--- src/rtl/regwrite_sequencer_if.sv ---
// Register-file write-port command and control bundle between the main control FSM
// (master) and the write-back sequencer (slave).
interface regwrite_sequencer_if #(
    parameter int COUNT_W = 16
);
    logic               cmd_valid;
    logic               cmd_ready;
    logic [2:0]         cmd_op;
    logic [2:0]         cmd_src;
    logic               hold;
    logic               flush;
    logic [1:0]         wr_sel;
    logic [2:0]         wd_sel;
    logic               reg_write;
    logic               busy;
    logic               done;
    logic               err_op;
    logic [COUNT_W-1:0] write_count;

    modport slave (
        input  cmd_valid, cmd_op, cmd_src, hold, flush,
        output cmd_ready, wr_sel, wd_sel, reg_write, busy, done, err_op, write_count
    );

    modport master (
        output cmd_valid, cmd_op, cmd_src, hold, flush,
        input  cmd_ready, wr_sel, wd_sel, reg_write, busy, done, err_op, write_count
    );
endinterface

--- src/rtl/regwrite_sequencer.sv ---
// Write-back sequencer owning the register-file write port: issues single writes,
// the two-write POP (rt then $sp), stalls on hold and drops the command on flush.
module regwrite_sequencer #(
    parameter int COUNT_W = 16
) (
    input  logic                  clk,
    input  logic                  reset,
    regwrite_sequencer_if.slave   bus
);
    localparam logic [1:0] S_IDLE = 2'd0;
    localparam logic [1:0] S_WR1  = 2'd1;
    localparam logic [1:0] S_WR2  = 2'd2;

    localparam logic [2:0] OP_NOP     = 3'd0;
    localparam logic [2:0] OP_WR_RT   = 3'd1;
    localparam logic [2:0] OP_WR_RD   = 3'd2;
    localparam logic [2:0] OP_WR_RA   = 3'd3;
    localparam logic [2:0] OP_WR_SP   = 3'd4;
    localparam logic [2:0] OP_POP     = 3'd5;
    localparam logic [2:0] OP_LINK_RD = 3'd6;
    localparam logic [2:0] OP_RSVD    = 3'd7;

    localparam logic [1:0] SEL_RT = 2'b00;
    localparam logic [1:0] SEL_SP = 2'b01;
    localparam logic [1:0] SEL_RA = 2'b10;
    localparam logic [1:0] SEL_RD = 2'b11;

    localparam logic [2:0] SRC_ALU = 3'd0;
    localparam logic [2:0] SRC_MDR = 3'd1;
    localparam logic [2:0] SRC_PC  = 3'd6;

    logic [1:0]         state_q, state_d;
    logic [2:0]         op_q, op_d;
    logic [2:0]         src_q, src_d;
    logic               err_op_q, err_op_d;
    logic [COUNT_W-1:0] write_count_q, write_count_d;

    logic               cmd_ready_s;
    logic               accept_s;
    logic               write_s;
    logic               final_s;
    logic [1:0]         wr_sel_s;
    logic [2:0]         wd_sel_s;

    // Handshake and write strobe; reset also gates the write so an interrupted command never lands.
    always_comb begin
        cmd_ready_s = (state_q == S_IDLE) & ~bus.hold & ~bus.flush & ~reset;
        accept_s    = bus.cmd_valid & cmd_ready_s;
        write_s     = (state_q != S_IDLE) & ~bus.hold & ~bus.flush & ~reset;
    end

    // Next-state, command latch and retired-write counter.
    always_comb begin
        state_d       = state_q;
        op_d          = op_q;
        src_d         = src_q;
        err_op_d      = 1'b0;
        write_count_d = write_count_q;
        case (state_q)
            S_IDLE: begin
                if (accept_s) begin
                    op_d     = bus.cmd_op;
                    src_d    = bus.cmd_src;
                    err_op_d = (bus.cmd_op == OP_RSVD);
                    if ((bus.cmd_op == OP_NOP) || (bus.cmd_op == OP_RSVD)) begin
                        state_d = S_IDLE;
                    end else begin
                        state_d = S_WR1;
                    end
                end else begin
                    state_d = S_IDLE;
                end
            end
            S_WR1: begin
                if (bus.flush) begin
                    state_d = S_IDLE;
                end else if (!bus.hold) begin
                    state_d = (op_q == OP_POP) ? S_WR2 : S_IDLE;
                end else begin
                    state_d = S_WR1;
                end
            end
            S_WR2: begin
                if (bus.flush || !bus.hold) begin
                    state_d = S_IDLE;
                end else begin
                    state_d = S_WR2;
                end
            end
            default: begin
                state_d = S_IDLE;
            end
        endcase
        if (write_s) begin
            write_count_d = write_count_q + {{(COUNT_W-1){1'b0}}, 1'b1};
        end else begin
            write_count_d = write_count_q;
        end
    end

    // Write-port select decode from registered state only (no path from cmd_* or hold/flush).
    always_comb begin
        wr_sel_s = SEL_RT;
        wd_sel_s = SRC_ALU;
        final_s  = 1'b0;
        case (state_q)
            S_WR1: begin
                final_s = (op_q != OP_POP);
                case (op_q)
                    OP_WR_RT:   begin wr_sel_s = SEL_RT; wd_sel_s = src_q;   end
                    OP_WR_RD:   begin wr_sel_s = SEL_RD; wd_sel_s = src_q;   end
                    OP_WR_RA:   begin wr_sel_s = SEL_RA; wd_sel_s = SRC_PC;  end
                    OP_WR_SP:   begin wr_sel_s = SEL_SP; wd_sel_s = SRC_ALU; end
                    OP_POP:     begin wr_sel_s = SEL_RT; wd_sel_s = SRC_MDR; end
                    OP_LINK_RD: begin wr_sel_s = SEL_RD; wd_sel_s = SRC_PC;  end
                    default:    begin wr_sel_s = SEL_RT; wd_sel_s = SRC_ALU; end
                endcase
            end
            S_WR2: begin
                wr_sel_s = SEL_SP;
                wd_sel_s = SRC_ALU;
                final_s  = 1'b1;
            end
            default: begin
                wr_sel_s = SEL_RT;
                wd_sel_s = SRC_ALU;
                final_s  = 1'b0;
            end
        endcase
    end

    // State and statistics registers with synchronous reset.
    always_ff @(posedge clk) begin
        if (reset) begin
            state_q       <= S_IDLE;
            op_q          <= 3'd0;
            src_q         <= 3'd0;
            err_op_q      <= 1'b0;
            write_count_q <= {COUNT_W{1'b0}};
        end else begin
            state_q       <= state_d;
            op_q          <= op_d;
            src_q         <= src_d;
            err_op_q      <= err_op_d;
            write_count_q <= write_count_d;
        end
    end

    assign bus.cmd_ready   = cmd_ready_s;
    assign bus.wr_sel      = wr_sel_s;
    assign bus.wd_sel      = wd_sel_s;
    assign bus.reg_write   = write_s;
    assign bus.done        = write_s & final_s;
    assign bus.busy        = (state_q != S_IDLE);
    assign bus.err_op      = err_op_q;
    assign bus.write_count = write_count_q;
endmodule
--- src/flat_wrapper.sv ---
// flat-port wrapper written by rule: the top's interface ports become plain ports
module regwrite_sequencer_flat 
#(
    parameter int COUNT_W = 16
)
  (clk, reset, bus_cmd_valid, bus_cmd_op, bus_cmd_src, bus_hold, bus_flush, bus_cmd_ready, bus_wr_sel, bus_wd_sel, bus_reg_write, bus_busy, bus_done, bus_err_op, bus_write_count);
  regwrite_sequencer_if #(.COUNT_W(COUNT_W)) bus_i ();
  input  logic clk;
  input  logic reset;
  input wire logic [$bits(bus_i.cmd_valid)-1:0] bus_cmd_valid;
  input wire logic [$bits(bus_i.cmd_op)-1:0] bus_cmd_op;
  input wire logic [$bits(bus_i.cmd_src)-1:0] bus_cmd_src;
  input wire logic [$bits(bus_i.hold)-1:0] bus_hold;
  input wire logic [$bits(bus_i.flush)-1:0] bus_flush;
  output wire logic [$bits(bus_i.cmd_ready)-1:0] bus_cmd_ready;
  output wire logic [$bits(bus_i.wr_sel)-1:0] bus_wr_sel;
  output wire logic [$bits(bus_i.wd_sel)-1:0] bus_wd_sel;
  output wire logic [$bits(bus_i.reg_write)-1:0] bus_reg_write;
  output wire logic [$bits(bus_i.busy)-1:0] bus_busy;
  output wire logic [$bits(bus_i.done)-1:0] bus_done;
  output wire logic [$bits(bus_i.err_op)-1:0] bus_err_op;
  output wire logic [$bits(bus_i.write_count)-1:0] bus_write_count;
  assign bus_i.cmd_valid = bus_cmd_valid;
  assign bus_i.cmd_op = bus_cmd_op;
  assign bus_i.cmd_src = bus_cmd_src;
  assign bus_i.hold = bus_hold;
  assign bus_i.flush = bus_flush;
  assign bus_cmd_ready = bus_i.cmd_ready;
  assign bus_wr_sel = bus_i.wr_sel;
  assign bus_wd_sel = bus_i.wd_sel;
  assign bus_reg_write = bus_i.reg_write;
  assign bus_busy = bus_i.busy;
  assign bus_done = bus_i.done;
  assign bus_err_op = bus_i.err_op;
  assign bus_write_count = bus_i.write_count;
  regwrite_sequencer #(.COUNT_W(COUNT_W)) u_core (.clk(clk), .reset(reset), .bus(bus_i));
endmodule
--- config.mk ---
export PLATFORM = sky130hd
export DESIGN_NAME = regwrite_sequencer_flat
export DESIGN_NICKNAME = d
export VERILOG_FILES = /design/src/rtl/regwrite_sequencer_if.sv /design/src/rtl/regwrite_sequencer.sv /design/src/flat_wrapper.sv
export SDC_FILE = /design/constraint.sdc
export NUM_CORES = 1
export LEC_CHECK = 0
export BUFFER_PORTS_ARGS = -buffer_cell sky130_fd_sc_hd__buf_2
export CORE_MARGIN = 3
export CORE_UTILIZATION = 45
export CTS_CLUSTER_SIZE = 24
export DETAILED_ROUTE_END_ITERATION = 16
export PLACE_DENSITY = 0.83
export SYNTH_ARGS = -nofsm -noshare
export SYNTH_HDL_FRONTEND = slang
export SYNTH_SLANG_ARGS = --single-unit
--- constraint.sdc ---
create_clock -name clk -period 1.9 [get_ports clk]
set_input_delay 0 -clock clk [delete_from_list [all_inputs] [get_ports clk]]
set_output_delay 0 -clock clk [all_outputs]
set_load 0.005 [all_outputs]
; ---- Yosys cells after proc, flatten, opt, wreduce, memory -nomap -nowiden
; Index checks and enable logic that the tools add are counted.
[word_totals]
reg_bits = 25
word_cells = 52
[classes]
eq_ne = 10
n_mux = 12
reduce_logical = 11
n_bitwise = 13
addsub = 1
[op_table]
columns = cell, count
row1 = $add A16 B1 Y16 const B, 1
row2 = $eq A3 B3 Y1 const B, 4
row3 = $pmux W2 S3, 2
row4 = $pmux W3 S3, 1
row5 = $and A1 B1 Y1, 8
row6 = $mux W2, 4
row7 = $eq A3 B2 Y1 const B, 2
row8 = $reduce_or A2 Y1, 3
row9 = $not A1 Y1, 5
row10 = $pmux W2 S2, 1
row11 = $eq A3 B1 Y1 const B, 1
row12 = $logic_not A3 Y1, 1
row13 = $mux W3, 1
row14 = $ne A3 B3 Y1 const B, 1
row15 = $reduce_or A3 Y1, 1
row16 = $eq A2 B1 Y1 const B, 1
row17 = $eq A2 B2 Y1 const B, 1
row18 = $logic_not A2 Y1, 1
row19 = $logic_or A1 B1 Y1, 2
row20 = $mux W1, 2
row21 = $pmux W1 S2, 1
row22 = $reduce_and A2 Y1, 1
row23 = $reduce_bool A2 Y1, 1
row24 = $logic_not A1 Y1, 1

; ---- Longest topological paths before layout
; Gate-level depths: netlist of run 1.
[depth]
depth_word = 7
depth_mapped = 7

; ---- Worst setup path after synthesis of run 1
; No wires, ideal clock.
[synth_timing]
kind = register -> register
start = register u_core.state_q[0]
end = register u_core.write_count_q[15] (netlist: u_core.bus.write_count[15])
path_stages_with_launch = 7
t_arrival_ns = 1.828
required_time_ns = 1.829
setup_time_ns = 0.071
path_buffers = 0
setup_slack_ns = 0.002
path_cell_list = dfxtp_1 -> inv_1 -> ha_1 -> nor4_4 -> nand3_2 -> or4_1 -> a21oi_1
[synth_via]
elab_chain_cells = 4
[synth_lines]
columns = item, line
row1 = from (decl), regwrite_sequencer.sv:32  ; logic [1:0] state_q, state_d;
row2 = from (signal assigned), regwrite_sequencer.sv:141  ; state_q <= state_d;
row3 = $reduce_bool A2 Y1, regwrite_sequencer.sv:49  ; write_s = (state_q != S_IDLE) & ~bus.hold & ~bus.flush & ~reset;
row4 = $and A1 B1 Y1 (3 in series), regwrite_sequencer.sv:49
row5 = to (signal assigned), regwrite_sequencer.sv:139  ; write_count_q <= {COUNT_W{1'b0}};
row6 = to (signal assigned), regwrite_sequencer.sv:145  ; write_count_q <= write_count_d;
row7 = to (decl), regwrite_sequencer.sv:36  ; logic [COUNT_W-1:0] write_count_q, write_count_d;
; No other way between the ends.
; A chain may end at the register's enable or synchronous reset.

; ---- Worst setup path in the final report of run 1
[layout_timing]
start = register u_core.state_q[0]
end = output bus_done
[layout_via]
elab_chain_cells = 5
elab_cells_between_ends = 8
classes_between = eq/ne: 2 / mux: 1 / bitwise: 4 / reduce/logical: 1
[layout_lines]
columns = item, line
row1 = $reduce_bool A2 Y1, regwrite_sequencer.sv:49
row2 = $and A1 B1 Y1 (3 in series), regwrite_sequencer.sv:49
row3 = $and A1 B1 Y1 *, regwrite_sequencer.sv:153  ; assign bus.done = write_s & final_s;
row4 = to (decl), flat_wrapper.sv:20  ; output wire logic [$bits(bus_i.done)-1:0] bus_done;
; Mark *: on every way between the ends. The rest lies on a longest branch, timed or not.

==> metrics.yaml, run 1 <==
period_share: 0.927
avgRoutedWirePerCell_um: 13.8
path_max_fanout: 12
critPathKind: "register to output port"
cts_setup_buffers: 0
final_core_util: 0.630
slew_headroom: 0.729
end_kind: "output port"
synth_cell_types: 31
gr-usage-all-layers: 0.184
cp_data_arrival_time_ns: 1.76
antenna_left: 0
fp.dieW_um: 58.4
core_sq_um: 2540
path_cells: "inv_1 > ha_2 > nor4_4 > buf_4 > buf_6 > nand2_1 > a21oi_1 > buf_2"
hold_class: "input pin to register"
final_cells: 224
worst_slack_ns: 0.138
cp_top_family: "buffers and inverters"
first_iter_violations: 35
status: "finished, violations left"
start_util: 0.485
drive_gt1_frac: 0.258
max_cap_viol_count: 0
pin_count: 37
tritoncts: "yes"
tightest_slew_ns: 0.406
row_count: 18
grt_pass1_wl_mm: 5.01
violations: "hold timing"
grt_max_degree: 20
synth_warnings: 0
synthCells: 144
hold_viol: 1
seq_area_frac_synth: 0.405
maxSlewViolCount: 0
p_total_uw: 832
finalNetCount: 211
dp_slack_ns: 0.0151
syn_area_sq_um: 1230
die_area_sq_um: 3410
clock-sinks: 25
die_h_um: 58.4
drtPass1Iterations: 4
cp.buffers_inverters: 4
syn_nets: 160
vias: 1228
fin_skew_ns: 0.00803
p_leak_uw: 0.000714
gp_congestion: 0.783
n_antenna_cell: 0
clk_root_buffer_cell: "clkbuf_4"
dp_hpwl_mm: 2.29
clock.fmax_mhz: 568
peakVddDrop_v: 0.000358
cts_max_path_buffers: 2
grt_pass1_vias: 1166
start_kind: "register"
cts_max_level: 1
cp_slowest_stage_delay_ns: 0.37
nFillCells: 226
whs_ns: -0.00402
ys_ff_latch: 25
setup_violations: 0
avgViaCountPerCell: 5.48
crit_required_ns: 1.90
numCtsBuffers: 3
syn-mean-instance-area_sq_um: 8.58
crit_slowest_cell: "dfxtp_2"
tns_ns: 0
drc: 0
wl_mm: 3.09
clk-insertion-delay-late_ns: 0.32
antenna_found_initial: 0
clk_pin_slew_ns: 0.14
grt_overflow: 0
finalCriticalPeriod_ns: 1.76
syn2layout_area_growth_pct: 29.9
dp.cells: 211
power_density_nw_per_um2: 519
io_buffers: 36
rsz0062_at_grt: "false"
==> cell families after synthesis <==
group | synth area share
AO/OA/AOI/OAI | 0.119
XOR/XNOR | 0.0638
adder cells (fa/ha/maj) | 0.0507
buffers and inverters | 0.0334
flip-flops | 0.405
multiplexers | 0.0486
AND/OR/NAND/NOR | 0.280
==> area by class of cell <==
class                      count  area, sq um  share of cell area
sequential                    25          503               0.314
timing repair buffer          51          319               0.199
multi-input combinational    108          696               0.434
clock buffer                   4         26.3              0.0164
inverter                       6         22.5              0.0140
tap                           30         37.5              0.0234
==> where the power goes <==
| group | leakage [uW] | internal, uW | total, uW | switching (uW) |
|---|---|---|---|---|
| clock | 0.0000150 | 82.2 | 242 | 159 |
| sequential | 0.000203 | 528 | 531 | 3.91 |
| combinational | 0.000497 | 30.6 | 59.2 | 28.6 |
| total | 0.000714 | 640 | 832 | 192 |
==> per-stage QoR <==
stage / area (sq um) / hold WS (ns)
3_5_place_dp: 1480 / 0.241
4_1_cts: 1600 / 0.00847
3_3_place_gp: 1480 / 0.231
2_1_floorplan: 1230 / 0.0785
5_1_grt: 1600 / 0.0141
6_report: 1600 / -0.00402
==> flip-flops by register name, summed over array words and instances (netlist names) <==
| register | count |
|---|---|
| u_core.bus.write_count | 16 |
| u_core.state_q | 2 |
| u_core.op_q | 3 |
| u_core.bus.err_op | 1 |
| u_core.src_q | 3 |
==> worst min-delay path, delay by kind of cell <==
| kind | cells | cell delay, ns |
|---|---|---|
| AOI/OAI and AO/OA | 1 | 0.07 |
| buffers and inverters | 1 | 0.14 |
| and+or+nand+nor | 1 | 0.09 |
==> Yosys cell counts, drive strengths merged <==
master / number / share of area
buf: 1 / 0.0030
o32ai: 1 / 0.0071
nor2: 17 / 0.052
a21oi: 9 / 0.036
xnor2: 1 / 0.0071
a211oi: 1 / 0.0061
nor3: 1 / 0.0040
or4: 3 / 0.018
inv: 6 / 0.018
nand2: 9 / 0.027
nand4: 5 / 0.025
nand3: 7 / 0.032
and4: 2 / 0.014
nand2b: 2 / 0.010
and2: 5 / 0.025
or3: 4 / 0.020
nor4: 2 / 0.022
o31ai: 2 / 0.012
o21ai: 11 / 0.045
dfxtp: 25 / 0.41
mux2i: 6 / 0.049
ha: 5 / 0.051
o211ai: 1 / 0.0061
xor2: 8 / 0.057
nand3b: 1 / 0.0061
clkbuf: 4 / 0.012
and3: 3 / 0.015
a21boi: 1 / 0.0061
nor4b: 1 / 0.0071
==> per-layer routing <==
layer,wire length [um],GRT usage
met1,1370,0.234
met2,1520,0.317
met3,176,0.0307
met4,21,0.0530
met5,0,0
==> placed cells by master (no fill, tap or decap), types with 8 or more instances in the layout <==
cell | synthesis | routed
a21oi_1 | 9 | 9
buf_2 | 0 | 36
dfxtp_1 | 25 | 23
dlygate4sd3_1 | 0 | 9
nand2_1 | 9 | 9
nor2_1 | 17 | 17
o21ai_0 | 11 | 11
xor2_1 | 8 | 8
==> timing repair <==
action | in CTS | in global routing
hold buffers | 9 | 0
gates cloned | 0 | 0
pin swaps | 1 | 0
resized for setup | 2 | 2
endpoints found under the hold margin | 9 | 0
setup endpoints to repair | 2 | 1
==> worst paths after layout <==
| path | startpoint | endpoint | slack [ns] | depth (start not counted) |
|---|---|---|---|---|
| hold / removal | bus_hold | u_core.state_q[0] | -0.004 | 3 |
| setup reg to reg | u_core.state_q[0] | u_core.bus.write_count[15] | 0.18 | 6 |
| setup / recovery | u_core.state_q[0] | bus_done | 0.14 | 8 |
| hold reg to reg | u_core.bus.write_count[14] | u_core.bus.write_count[14] | 0.51 | 2 |
No activity file was read; power rests on OpenSTA's default activity.
==> run 2: changes to the inputs <==
--- a/config.mk
+++ b/config.mk
@@ -7,10 +7,11 @@
 export LEC_CHECK = 0
 export BUFFER_PORTS_ARGS = -buffer_cell sky130_fd_sc_hd__buf_2
 export CORE_MARGIN = 3
-export CORE_UTILIZATION = 45
+export CORE_UTILIZATION = 50
 export CTS_CLUSTER_SIZE = 24
 export DETAILED_ROUTE_END_ITERATION = 16
-export PLACE_DENSITY = 0.83
+export PLACE_DENSITY = 0.87
+export REMOVE_ABC_BUFFERS = 1
 export SYNTH_ARGS = -nofsm -noshare
 export SYNTH_HDL_FRONTEND = slang
 export SYNTH_SLANG_ARGS = --single-unit
==> constraint.sdc (replaced) <==
create_clock -name clk -period 2 [get_ports clk]
set_input_delay 0 -clock clk [delete_from_list [all_inputs] [get_ports clk]]
set_output_delay 0 -clock clk [all_outputs]
set_load 0.005 [all_outputs]
==> metrics.yaml, run 2 (synthesis gave the netlist of run 1 again) <==
status: "finished, final reports clean"
p_leak_uw: 0.000713
hold_viol: 0
dp_hpwl_mm: 2.16
p_sw_frac: 0.230
clk_pin_slew_ns: 0.13
row_count: 17
cp.buffers_inverters: 1
layout.cells.most_common: "buf_2"
clk-insertion-delay-late_ns: 0.33
tightest_slew_ns: 0.439
pin_count: 37
seqPwrFrac: 0.639
setup_violations: 0
tns_ns: 0
io_buffers: 36
numCtsBuffers: 3
clk_root_buffer_cell: "clkbuf_4"
power.switching_uw: 182
final_core_util: 0.706
drive_gt1_frac: 0.263
end_kind: "register"
grt_pass1_vias: 1162
period_share: 0.955
fin_skew_ns: 0.00298
mostFrequentLayoutCells: "36 x buf_2, 23 x dfxtp_1, 17 x nor2_1"
hold_class: "input pin to register"
drc: 0
grt_overflow: 0
die_area_sq_um: 3100
first_iter_violations: 35
tritoncts: "yes"
wl_mm: 3.25
largest_reg_flops: 16
drtPass1Iterations: 4
pwr-share-clk: 0.289
grt_pass1_wl_mm: 5.09
vias: 1255
gr-usage-all-layers: 0.204
grt_max_degree: 19
peakVddDrop_v: 0.000438
slew_headroom: 0.706
start_util: 0.543
cp_top_family: "simple AND/OR/NAND/NOR gates"
cell_internal_pwr_uw: 609
antenna_found_initial: 0
clock.fmax_mhz: 524
crit_required_ns: 2.27
avgRoutedWirePerCell_um: 14.7
critPathKind: "register to register"
cts_max_level: 1
path_cells: "inv_1 > ha_1 > nor4_4 > nand3_2 > or4_4 > a21oi_2"
fp.dieW_um: 55.7
dpl_cell_area_sq_um: 1450
cp_data_arrival_time_ns: 2.18
core_sq_um: 2280
path_max_fanout: 6
gp_congestion: 0.782
final_cell_area_sq_um: 1610
finalNetCount: 211
clock-sinks: 25
p_comb_frac: 0.072
power_density_nw_per_um2: 492
cts_max_path_buffers: 2
n_antenna_cell: 0
maxSlewViolCount: 0
finalCriticalPeriod_ns: 1.91
antenna_left: 0
syn2layout_area_growth_pct: 30.1
crit_slowest_cell: "or4_4"
max_cap_viol_count: 0
cp_slowest_stage_delay_ns: 0.55
die_h_um: 55.7
avgViaCountPerCell: 5.65
start_kind: "register"
==> run 2: cell counts in the layout (fill, tap and decap cells not counted) <==
Identical to the previous run, type by type.
==> run 2: through the flow <==
stage	hold WS [ns]	std cells	setup WS, ns	power [uW]
after CTS	0.00376	220	0.00240	794
after global routing	0.0110	222	-0.0209	823
after floorplan	0.0456	139	-0.201	529
final	0.0112	222	0.0901	791
after detailed placement	0.250	206	0.0372	557
after global placement	0.239	206	0.151	556
==> run 2: power groups by stage <==
stage	Sequential (uW)	Clock (uW)	Combinational [uW]
global route	506	256	61.7
global placement	515	0	40.4
detailed placement	516	0	41.6
finish	505	229	57.1
floorplan	515	0	14.0
CTS	505	234	55.0
==> run 2: worst min-delay path, cell delays in order <==
cell      delay [ns]
buf_2           0.14
nand3b_1        0.09
a211oi_1        0.08
==> run 2: repair_timing <==
item	in CTS	in global routing
endpoints found under the setup margin	1	5
hold buffers	9	0
endpoints found under the hold margin	12	0
gates resized for setup	1	4
pin swaps	1	2
buffers inserted	1	2
==> run 2: final cells by class <==
type / instances / area, sq um
clock buffers: 4 / 26.3
fillers: 161 / 669
inverters: 6 / 22.5
multi-input cells: 108 / 701
flip-flops and latches: 25 / 503
well taps: 28 / 35.0
repair buffers: 51 / 319
==> run 2: path summary, 6_finish.rpt <==
path,start,endpoint,slack [ns],depth (start not counted)
worst max-delay path,u_core.state_q[0],u_core.bus.write_count[15],0.09,6
worst min-delay path,bus_hold,u_core.state_q[0],0.01,3
worst max register to register,u_core.state_q[0],u_core.bus.write_count[15],0.09,6
worst min register to register,u_core.bus.write_count[15],u_core.bus.write_count[15],0.52,2
==> run 2: routing by layer <==
metal,up-vias,wire length (um),track usage
li1,612,-,-
met1,581,1370,0.238
met2,51,1600,0.356
met3,11,195,0.0348
met4,0,93,0.104
met5,-,0,0
